--- src/rtl/micro_pkg.sv ---
// Shared definitions for the microcontroller sequencer: opcodes, sequencer
// states, fault codes and register load-strobe layout.
package micro_pkg;

  localparam int STROBE_W = 6;

  localparam int G0_IDX = 0;
  localparam int G1_IDX = 1;
  localparam int G2_IDX = 2;
  localparam int G3_IDX = 3;
  localparam int P0_IDX = 4;
  localparam int P1_IDX = 5;

  localparam logic [3:0] OP_NOP  = 4'd0;
  localparam logic [3:0] OP_MOV  = 4'd1;
  localparam logic [3:0] OP_ADD  = 4'd2;
  localparam logic [3:0] OP_SUB  = 4'd3;
  localparam logic [3:0] OP_AND  = 4'd4;
  localparam logic [3:0] OP_OR   = 4'd5;
  localparam logic [3:0] OP_XOR  = 4'd6;
  localparam logic [3:0] OP_MOVI = 4'd7;

  localparam logic [1:0] FC_NONE     = 2'b00;
  localparam logic [1:0] FC_ILLEGAL  = 2'b01;
  localparam logic [1:0] FC_TIMEOUT  = 2'b10;
  localparam logic [1:0] FC_CONFLICT = 2'b11;

  typedef enum logic [2:0] {
    ST_IDLE,
    ST_FETCH,
    ST_DECODE,
    ST_EXEC,
    ST_RETIRE,
    ST_FAULT
  } seq_state_t;

  function automatic logic [15:0] op_onehot(input logic [3:0] op);
    op_onehot = 16'h0001 << op;
  endfunction

endpackage

--- src/rtl/ctrl_mux.sv ---
// One-hot select of 16 per-unit control bundles (6 load strobes, pc_inc,
// imm_out) with a multi-hot flag on the selected load strobes.
module ctrl_mux
  import micro_pkg::*;
(
  input  logic [15:0]            sel,
  input  logic [16*STROBE_W-1:0] reg_in_bus,
  input  logic [15:0]            pc_inc_bus,
  input  logic [15:0]            imm_out_bus,
  output logic [STROBE_W-1:0]    reg_in,
  output logic                   pc_inc,
  output logic                   imm_out,
  output logic                   multi_hot
);

  always_comb begin
    reg_in = '0;
    for (int n = 0; n < 16; n++) begin
      reg_in = reg_in | (reg_in_bus[n*STROBE_W +: STROBE_W] & {STROBE_W{sel[n]}});
    end
  end

  assign pc_inc  = |(pc_inc_bus & sel);
  assign imm_out = |(imm_out_bus & sel);

  // Clearing the lowest set bit leaves something only if two or more were set.
  assign multi_hot = (reg_in & (reg_in - STROBE_W'(1))) != '0;

endmodule

--- src/rtl/instr_sequencer.sv ---
// Fetch/decode/execute/retire sequencer that grants one execution unit at a
// time and guards the shared register bus against faulty units.
module instr_sequencer
  import micro_pkg::*;
#(
  parameter logic [15:0] OP_MASK = 16'h00FF,
  parameter int          TIMEOUT = 15
) (
  input  logic                   clk,
  input  logic                   rst_n,
  input  logic                   run,
  output logic                   mem_req,
  input  logic                   mem_valid,
  input  logic [15:0]            mem_rdata,
  output logic [15:0]            ir,
  output logic [15:0]            unit_start,
  input  logic [15:0]            unit_done,
  input  logic [15:0]            unit_pc_inc,
  input  logic [15:0]            unit_imm_out,
  input  logic [16*STROBE_W-1:0] unit_reg_in,
  output logic [STROBE_W-1:0]    reg_in,
  output logic                   pc_inc,
  output logic                   imm_out,
  output logic                   busy,
  output logic                   fault,
  output logic [1:0]             fault_code
);

  seq_state_t          state;
  logic [15:0]         grant;
  logic [7:0]          exec_cnt;
  logic [7:0]          cnt_next;
  logic                in_exec;
  logic [15:0]         sel;
  logic [STROBE_W-1:0] mux_reg_in;
  logic                mux_pc_inc;
  logic                mux_imm_out;
  logic                mux_multi;
  logic                granted_done;

  assign in_exec = (state == ST_EXEC);
  assign sel     = in_exec ? grant : 16'h0000;

  ctrl_mux u_ctrl_mux (
    .sel         (sel),
    .reg_in_bus  (unit_reg_in),
    .pc_inc_bus  (unit_pc_inc),
    .imm_out_bus (unit_imm_out),
    .reg_in      (mux_reg_in),
    .pc_inc      (mux_pc_inc),
    .imm_out     (mux_imm_out),
    .multi_hot   (mux_multi)
  );

  // Outputs are decoded from registered state and grant only, so an
  // asynchronous reset silences the bus immediately.
  assign unit_start   = sel;
  assign reg_in       = mux_multi ? '0 : mux_reg_in;
  assign pc_inc       = mux_pc_inc;
  assign imm_out      = mux_imm_out;
  assign mem_req      = (state == ST_FETCH);
  assign busy         = (state != ST_IDLE) && (state != ST_FAULT);
  assign fault        = (state == ST_FAULT);
  assign granted_done = |(unit_done & grant);
  assign cnt_next     = (exec_cnt == 8'hFF) ? exec_cnt : exec_cnt + 8'd1;

  always_ff @(posedge clk or negedge rst_n) begin
    if (!rst_n) begin
      state      <= ST_IDLE;
      ir         <= 16'h0000;
      grant      <= 16'h0000;
      exec_cnt   <= 8'd0;
      fault_code <= FC_NONE;
    end else begin
      case (state)
        ST_IDLE: begin
          if (run) state <= ST_FETCH;
        end
        ST_FETCH: begin
          if (mem_valid) begin
            ir    <= mem_rdata;
            state <= ST_DECODE;
          end
        end
        ST_DECODE: begin
          if (!OP_MASK[ir[15:12]]) begin
            fault_code <= FC_ILLEGAL;
            state      <= ST_FAULT;
          end else begin
            grant    <= op_onehot(ir[15:12]);
            exec_cnt <= 8'd0;
            state    <= ST_EXEC;
          end
        end
        ST_EXEC: begin
          exec_cnt <= cnt_next;
          // A conflict outranks done: the bus was already corrupted this cycle.
          if (mux_multi) begin
            fault_code <= FC_CONFLICT;
            state      <= ST_FAULT;
          end else if (granted_done) begin
            state <= ST_RETIRE;
          end else if (cnt_next == 8'(TIMEOUT)) begin
            fault_code <= FC_TIMEOUT;
            state      <= ST_FAULT;
          end
        end
        ST_RETIRE: begin
          grant <= 16'h0000;
          state <= run ? ST_FETCH : ST_IDLE;
        end
        ST_FAULT: begin
          state <= ST_FAULT;
        end
        default: begin
          state <= ST_IDLE;
        end
      endcase
    end
  end

endmodule

--- config.mk ---
export PLATFORM = sky130hd
export DESIGN_NAME = instr_sequencer
export DESIGN_NICKNAME = d
export VERILOG_FILES = /design/src/rtl/micro_pkg.sv /design/src/rtl/ctrl_mux.sv /design/src/rtl/instr_sequencer.sv
export SDC_FILE = /design/constraint.sdc
export NUM_CORES = 1
export LEC_CHECK = 0
export BUFFER_PORTS_ARGS = -buffer_cell sky130_fd_sc_hd__buf_2
export CORE_MARGIN = 2
export CORE_UTILIZATION = 30
export DETAILED_ROUTE_END_ITERATION = 10
export GPL_TIMING_DRIVEN = 0
export HOLD_SLACK_MARGIN = 0.06
export SYNTH_ARGS = -nofsm -noshare
export SYNTH_HDL_FRONTEND = slang
export SYNTH_SLANG_ARGS = --single-unit
--- constraint.sdc ---
create_clock -name clk -period 2.6 [get_ports clk]
set_input_delay 0.52 -clock clk [delete_from_list [all_inputs] [get_ports clk]]
set_output_delay 0.52 -clock clk [all_outputs]
set_load 0.03 [all_outputs]
# Word-level counts from Yosys, hierarchy flattened
# Memories as Yosys holds them, arrays and structs flattened.
# Cells that the tools add are included.
word_totals:
  regBits: 45
  latchBits: 0
  ram_bits: 0
  mem_bits_ro: 16
  input_bits: 164
  out_inout_bits: 45
  memories: 1
mem_list:
  columns: ["memory", "words", "width", "rd", "rd_ports_with_merged_regs", "wr", "line_no", "source"]
  rows:
  - ["(no name shown)", 16, 1, 1, 0, 0, "instr_sequencer.sv:86", "if (!OP_MASK[ir[15:12]]) begin"]
op_classes:
  add_sub_neg: 2
  n_mul: 0
  div: 0
  n_lt_le_gt_ge: 1
  n_eq_ne: 15
  shifts: 1
  mux: 21
  n_bitwise: 35
  reduce_logical: 14
ops:
  columns: ["operator", "n"]
  rows:
  - ["AND 6 bit", 17]
  - ["bitwise OR 6 bit", 15]
  - ["AND 16 bit", 3]
  - ["OR reduction 16 bit", 3]
  - ["two-way mux 16 bit", 2]
  - ["one-hot mux 16 bit (2 select lines)", 1]
  - ["two-way mux 3 bit", 6]
  - ["one-hot mux 3 bit (6 select lines)", 1]
  - ["two-way mux 8 bit", 2]
  - ["one-hot mux 8 bit (2 select lines)", 1]
  - ["<< shifter 1 x 4 -> 16 bit, first input constant", 1]
  - ["adder 8 x 1 -> 8 bit, second input constant", 1]
  - ["== test 8 x 4 -> 1 bit, second input constant", 1]
  - ["== test 8 bit, second input constant", 1]
  - ["two-way mux 2 bit", 4]
  - ["== test 3 x 2 -> 1 bit, second input constant", 2]
  - ["== test 3 bit, second input constant", 2]
  - ["two-way mux 6 bit", 1]
  - ["inequality test 2 bit, second input constant", 3]
  - ["inequality test 3 bit, second input constant", 2]
  - ["AND reduction 2 bit", 3]
  - ["nonzero test 6 bit", 1]
  - ["subtractor 6 x 1 -> 6 bit, second input constant", 1]
  - ["< comparator 4 x 5 -> 1 bit, second input constant", 1]
  - ["12 further kinds", 14]

# Longest topological paths before layout
# Gate-level depths: netlist (run 1).
depth:
  ltp_word: 23
  mapped_depth: 9

# Cells and area by module
# From an unflattened synthesis (run 1), not the netlist that was laid out.
unflattened:
  hier_cells: 322
  hier_area_um2: 3265.6
by_module_without_submodules:
  columns: ["mod", "n_inst", "cells_each", "area_each_um2"]
  rows:
  - ["instr_sequencer", 1, 223, 2394.8]
  - ["ctrl_mux", 1, 99, 870.8]

# Least setup slack after synthesis (run 1)
# Ideal clock, no wire load.
synth_path:
  kind: "input to output"
  from: "input unit_reg_in[37]"
  to: "output reg_in[4]"
  arrival_time_ps: 2308
  setup_slack_ps: -228
  cell_stages: 5
  n_path_buf: 0
  cell_sequence: "a22o_1 -> a221oi_1 -> and4_1 -> a31oi_1 -> nor4_1"
synth_via:
  elab_chain_cells: 15
synth_lines:
  columns: ["element", "line_no", "source"]
  rows:
  - ["from (decl)", "instr_sequencer.sv:20", "input logic [16*STROBE_W-1:0] unit_reg_in,"]
  - ["AND 6 bit (*)", "ctrl_mux.sv:19", "reg_in = reg_in | (reg_in_bus[n*STROBE_W +: STROBE_W] & {STROBE_W{sel[n]}});"]
  - ["bitwise OR 6 bit (*) (10 in a row)", "ctrl_mux.sv:19", null]
  - ["subtractor 6 x 1 -> 6 bit", "ctrl_mux.sv:27", "assign multi_hot = (reg_in & (reg_in - STROBE_W'(1))) != '0;"]
  - ["AND 6 bit (*)", "ctrl_mux.sv:27", null]
  - ["nonzero test 6 bit (*)", "ctrl_mux.sv:27", null]
  - ["two-way mux 6 bit (*)", "instr_sequencer.sv:58", "assign reg_in = mux_multi ? '0 : mux_reg_in;"]
  - ["to (decl)", "instr_sequencer.sv:21", "output logic [STROBE_W-1:0] reg_in,"]
# Mark *: on every way between the ends. The rest lies on a longest branch, timed or not.

# Worst setup path in the final report (run 1)
layout_path:
  from: "register grant[4]"
  to: "output reg_in[5]"
layout_via:
  elab_chain_cells: 18
layout_lines:
  columns: ["element", "line_no", "source"]
  rows:
  - ["from (decl)", "instr_sequencer.sv:30", "logic [15:0] grant;"]
  - ["from (signal assigned)", "instr_sequencer.sv:90", "grant <= op_onehot(ir[15:12]);"]
  - ["two-way mux 16 bit (*)", "instr_sequencer.sv:42", "assign sel = in_exec ? grant : 16'h0000;"]
  - ["AND 6 bit (*)", "ctrl_mux.sv:19", null]
  - ["bitwise OR 6 bit (*) (12 in a row)", "ctrl_mux.sv:19", null]
  - ["subtractor 6 x 1 -> 6 bit", "ctrl_mux.sv:27", null]
  - ["AND 6 bit", "ctrl_mux.sv:27", null]
  - ["nonzero test 6 bit", "ctrl_mux.sv:27", null]
  - ["two-way mux 6 bit (*)", "instr_sequencer.sv:58", null]
# Marked as above.

==> results of run 1 <==
what timing repair did:
action,4_1_cts,5_1_grt
setup endpoints to repair,8,16
resized for setup,48,25
hold buffers,0,0
cloned,0,2
pin swaps,14,21
buffers inserted,17,6
cell usage in the layout (no fill, tap or decap), types with 2 or more instances in the layout:
| master | count |
|---|---|
| dfrtp_1 | 43 |
| nand2_2 | 6 |
| and2_1 | 8 |
| buf_6 | 25 |
| a221oi_2 | 12 |
| dfrtp_2 | 2 |
| mux2_2 | 14 |
| buf_4 | 22 |
| a221oi_1 | 10 |
| xor2_1 | 2 |
| and4_2 | 2 |
| and3_4 | 13 |
| a22o_1 | 22 |
| o31ai_1 | 6 |
| and3_1 | 6 |
| buf_2 | 200 |
| a22oi_1 | 12 |
| nor2_1 | 15 |
| nor4_1 | 2 |
| nand2b_1 | 2 |
| a31oi_1 | 3 |
| and2_4 | 5 |
| a32o_1 | 5 |
| and4_4 | 2 |
| nand2_1 | 51 |
| inv_1 | 6 |
| nor3_1 | 4 |
| nand4_1 | 12 |
| o21ai_0 | 7 |
| xnor2_1 | 2 |
| clkbuf_8 | 7 |
| or4_4 | 2 |
| a21oi_1 | 12 |
| clkbuf_1 | 6 |
| nand3_1 | 11 |
registers in the layout, indices dropped and copies added, names as in the netlist:
| register | cells |
|---|---|
| grant | 16 |
| fault_code | 2 |
| ir | 16 |
| exec_cnt | 8 |
| state | 3 |
area by class of cell:
type,count,area (um2),area share [%]
multi-input combinational,265,1940,39.4
timing repair buffer,233,1310,26.6
sequential,45,1130,22.9
buffer,27,258,5.23
tap,136,170,3.45
clock buffer,5,68.8,1.40
inverter,6,22.5,0.457
clock inverter,3,21.3,0.432
antenna,1,2.50,0.0508
path summary, 6_finish.rpt:
path / startpoint / to / slack, ps / cells past startpoint
max: grant[4] / reg_in[5] / -510 / 9
min in group clk: mem_rdata[12] / ir[12] / 420 / 3
min reg2reg: ir[1] / ir[1] / 510 / 1
max in group asynchronous: rst_n / state[2] / 1540 / 1
min: rst_n / grant[11] / 380 / 1
max reg2reg: grant[4] / fault_code[1] / 110 / 10
worst register-to-register path, delay by kind of cell, from the launching register on:
kind	cells	cell delay [ps]
flops	1	390
compound gates	5	1010
buf+inv	2	290
simple gates	2	330
fa+ha+maj	1	350
metal layers:
layer	global-route usage [%]	share of wire, %	up-vias
met4	9.02	2.8	0
met2	43.3	50	192
li1	-	-	1797
met1	27.5	39	1795
met5	0	0	-
met3	4.72	8.3	21
per-stage QoR:
step | setup WS (ps) | std cells | util, %
2_1_floorplan | 28.0 | 343 | -
3_3_place_gp | -351 | 687 | 42.6
3_5_place_dp | -378 | 687 | 42.6
4_1_cts | -517 | 712 | 46.6
5_1_grt | -600 | 720 | 48.1
6_report | -514 | 721 | 48.2
power breakdown:
| group | leakage [nW] | total (mW) | switching, mW | internal (mW) |
|---|---|---|---|---|
| Sequential | 0.578 | 1.09 | 0.167 | 0.922 |
| Combinational | 1.79 | 2.92 | 1.65 | 1.27 |
| Clock | 0.0445 | 0.454 | 0.263 | 0.191 |
kinds of logic (layout without fill, tap and decap cells):
kind of cell	count (synthesis)	in the layout	synth area share (%)
simple gates	147	147	23.8
mux	15	15	5.33
buf+inv	33	274	8.00
other cells	0	1	0
flops	45	45	35.8
compound gates	97	97	25.2
fa+ha+maj	2	2	0.756
xor+xnor	4	4	1.11
==> metrics.yaml, run 1 <==
place:
  io_buffer_count: 208
  hpwl_um: 10600
  gp_congestion: 1.00
  place_area_um2: 4360
synthesis:
  synth_area_leaders: "dfrtp_1, nand2_1, a22o_1, a221oi_1, buf_6"
  ys_ff_latch: 45
  yosysMostFrequentCell: "nand2_1"
  ys.flop_type: "dfrtp_1"
  syn-instance-count: 343
  synth_edf_count: 0
  yosysSeqAreaShare_pct: 35.8
  syn_area_um2: 3140
  synth_common_cells: "nand2_1, dfrtp_1, a22o_1"
  async_flop_share_pct: 100
  synth.distinct_cells: 45
  yosysTopAreaCell: "dfrtp_1"
  yosys_warnings: 0
  synth_nets: 508
  syn_area_per_cell_um2: 9.17
  synth_top_area_share_pct: 35.8
route:
  routed_wl_um: 14100
  vias: 3805
  wl_per_cell_um: 19.5
  drt-initial-drc-count: 256
  vias_per_cell: 5.28
  postRouteAntennaNets: 0
  drc: 0
  dr.pass1.iters: 4
sta:
  fin_skew_ps: 11.9
  hold_ws_ps: 376
  fmax_ghz: 0.321
  finalCriticalPeriod_ps: 3110
  tightest_slew_ps: 1020
  max_slew_margin_pct: 32.3
  tns_ps: -2820
  rsz0062_at_grt: "true"
  period_share_pct: 120
  setup_viol: 8
  slew_violations: 0
  post-route-worst-setup-slack_ps: -514
  hold_violations: 0
grt:
  grt_pass1_wl_um: 20700
  grt-ovfl-total: 0
  grt_max_degree: 46
  grt_usage_pct: 23.8
  grt_pass1_vias: 3870
  antenna_found_initial: 0
critical_path:
  critPathTopFamily: "compound AO/OA/AOI/OAI gates"
  cp_max_fo: 6
  path_cells: "buf_6 > a22o_1 > a221oi_2 > and4_1 > nor2_1 > maj3_2 > o31ai_4 > and2_4 > buf_6"
  cp_common_cell: "buf_6"
  required_ps: 2080
  path_buf_inv: 2
  cp.arrival_ps: 2590
  path_class: "reg -> out"
  max_stage_delay_ps: 390
  worst_setup_path_end_kind: "output port"
  critPathLaunchType: "flip-flop"
  slowest_stage: "dfrtp_1"
clock_tree:
  cts_tree: "yes"
  root_buffer: "clkbuf_8"
  cts-htree-levels: 2
  clockBufferDepth: 2
  clk_pin_slew_ps: 100
  cts_made_buffers: 5
  cts.sink_count: 45
  insertion_delay_ps: 310
power:
  powerDensity_nw_per_um2: 906
  p_leak_nw: 2.41
  ir_drop_v: 0.000552
  report.power.total_mw: 4.46
run_status:
  violations: "negative setup slack"
  status: "finished with violations"
finish:
  drive_gt1_share_pct: 56.3
  fin_nets: 748
  final_cell_area_um2: 4930
  area_growth_pct: 56.7
  fillers: 1013
floorplanning:
  dieArea_um2: 11300
  pin_count: 209
  rows: 37
  die_y_um: 106
  core_area_um2: 10200
  initial_core_util_pct: 30.7
  fp.dieW_um: 106
flow_run:
  maxCapViolCount: 0
min_path:
  worstHoldPathType: "in -> async"
(Power assumes the default switching activity.)
==> run 2, diff against run 1 <==
PLACE_DENSITY = 0.63   (was not set)
clock period = 3.9 ns   (was 2.6 ns; I/O delays follow)
==> metrics.yaml, run 2 (same netlist as run 1, synthesis figures left out) <==
route:
  drc: 0  # unchanged
  vias: 3750  # -1.4%
  postRouteAntennaNets: 0  # unchanged
  dr.pass1.iters: 4  # unchanged
  routed_wl_um: 13500  # -3.9%
  vias_per_cell: 5.38  # +1.9%
  wl_per_cell_um: 19.4  # -0.59%
  drt-initial-drc-count: 186  # -27%
floorplanning:
  initial_core_util_pct: 30.7  # unchanged
  core_area_um2: 10200  # unchanged
  fp.dieW_um: 106  # unchanged
  pin_count: 209  # unchanged
  dieArea_um2: 11300  # unchanged
  die_y_um: 106  # unchanged
  rows: 37  # unchanged
grt:
  antenna_found_initial: 3  # +3
  grt_pass1_vias: 3855  # -0.39%
  grt_pass1_wl_um: 20100  # -2.7%
  grt_usage_pct: 23.1  # -0.72 points
  grt_max_degree: 46  # unchanged
  grt-ovfl-total: 0  # unchanged
critical_path:
  path_cells: "buf_2 > a22o_1 > a221oi_1 > and4_1 > nor2_1 > maj3_2 > o31ai_4 > and2_1 > buf_2"
  critPathLaunchType: "input port"
  critPathTopFamily: "compound AO/OA/AOI/OAI gates"
  cp_common_cell: "buf_2"
  max_stage_delay_ps: 330  # -60 ps
  slowest_stage: "maj3_2"
  cp_max_fo: 6  # unchanged
  rr_worst_depth: 9  # -1
  path_buf_inv: 2  # unchanged
  worst_setup_path_end_kind: "output port"
  path_class: "in -> out"
  cp_num_cells: 9  # unchanged
  cp.arrival_ps: 2720  # +130 ps
  r2r-start: "grant[1]"
  required_ps: 3120  # +1040 ps
  startpoint: "unit_reg_in[33]"
finish:
  top_regs: "grant (16), ir (16), exec_cnt (8)"
  fin_cells: 697  # -3.3%
  layout_commonest_cell: "buf_2"
  fin_nets: 723  # -3.3%
  area_growth_pct: 42.2
  final_cell_mix: "buf_2, nand2_1, dfrtp_1"
  drive_gt1_share_pct: 46.2  # -10 points
  seqCellArea_um2: 1130  # -0.22%
  fillers: 1095  # +8.1%
  multi_input_area_um2: 1770  # -9.1%
min_path:
  worstHoldPathType: "reg -> reg"
  worst_hold_path.num_cells: 1
  min_from: "ir[2]"
clock_tree:
  cts_setup_buffers: 0  # -17
  cts_tree: "yes"
  root_buffer: "clkbuf_8"
  cts_made_buffers: 5  # unchanged
  ctsResizeCount: 0  # -100%
  cts-htree-levels: 2  # unchanged
  cts.sink_count: 45  # unchanged
  ctsHoldBuffers: 0  # unchanged
  clockBufferDepth: 2  # unchanged
  insertion_delay_ps: 300  # about the same
  clk_pin_slew_ps: 80  # -20 ps
sta:
  slew_violations: 0  # unchanged
  finalCriticalPeriod_ps: 3500
  period_share_pct: 89.8
  tightest_slew_ps: 1030  # +15.1 ps
  setup_viol: 0  # -8
  fin_skew_ps: 12.1  # +0.138 ps
  rsz0062_at_grt: "false"
  max_slew_margin_pct: 31.3  # -1.0 points
  hold_violations: 0  # unchanged
  fmax_ghz: 0.286
  tns_ps: 0  # +2820 ps
power:
  powerDensity_nw_per_um2: 604  # -33%
  p_leak_nw: 2.25  # -6.8%
  ir_drop_v: 0.000408  # -26%
place:
  io_buffer_count: 208  # unchanged
  dp_cells: 687  # unchanged
  hpwl_um: 10800  # +2.2%
  gp_congestion: 0.904  # -10%
run_status:
  status: "finished, final reports clean"
flow_run:
  maxCapViolCount: 0  # unchanged
[run 2: report_power, final]
part           switching [mW]  total (mW)  internal (mW)
clock                   0.165       0.357          0.193
combinational           0.990        1.61          0.625
sequential              0.115       0.728          0.613
total                    1.27        2.70           1.43
[run 2: layout make-up]
type,count,area share [%]
Sequential cell,45,25.2
Buffer,27,5.12
Inverter,6,0.504
Clock inverter,2,0.867
Multi-Input combinational cell,265,39.5
Tap cell,136,3.81
Antenna cell,2,0.112
Timing Repair Buffer,208,23.3
Clock buffer,6,1.62
[run 2: path summary, 6_finish.rpt]
| kind | to | slack (ps) |
|---|---|---|
| setup / recovery | reg_in[1] | 400 |
| hold reg to reg | ir[2] | 510 |
| setup reg to reg | fault_code[1] | 1460 |
| hold / removal | ir[2] | 510 |
| max in group asynchronous | exec_cnt[1] | 2610 |
| min in group asynchronous | grant[8] | 660 |
[run 2: per-layer routing]
metal / global-route usage (%) / up-vias / routed length (um)
li1: - / 1742 / -
met1: 25.8 / 1792 / 5150
met2: 42.7 / 184 / 6820
met3: 4.60 / 30 / 1050
met4: 9.40 / 2 / 494
met5: 0 / - / 17
[run 2: per-stage QoR]
| step | total power, mW | cell area (um2) | hold slack, ps | setup slack, ps | util (%) |
|---|---|---|---|---|---|
| after floorplan | 1.82 | 3140 | 484 | 552 | - |
| after global placement | 2.32 | 4360 | 485 | 432 | 42.6 |
| after detailed placement | 2.35 | 4360 | 491 | 420 | 42.6 |
| after CTS | 2.71 | 4470 | 511 | 407 | 43.7 |
| after global routing | 2.87 | 4470 | 530 | 328 | 43.7 |
| final | 2.70 | 4470 | 508 | 399 | 43.7 |
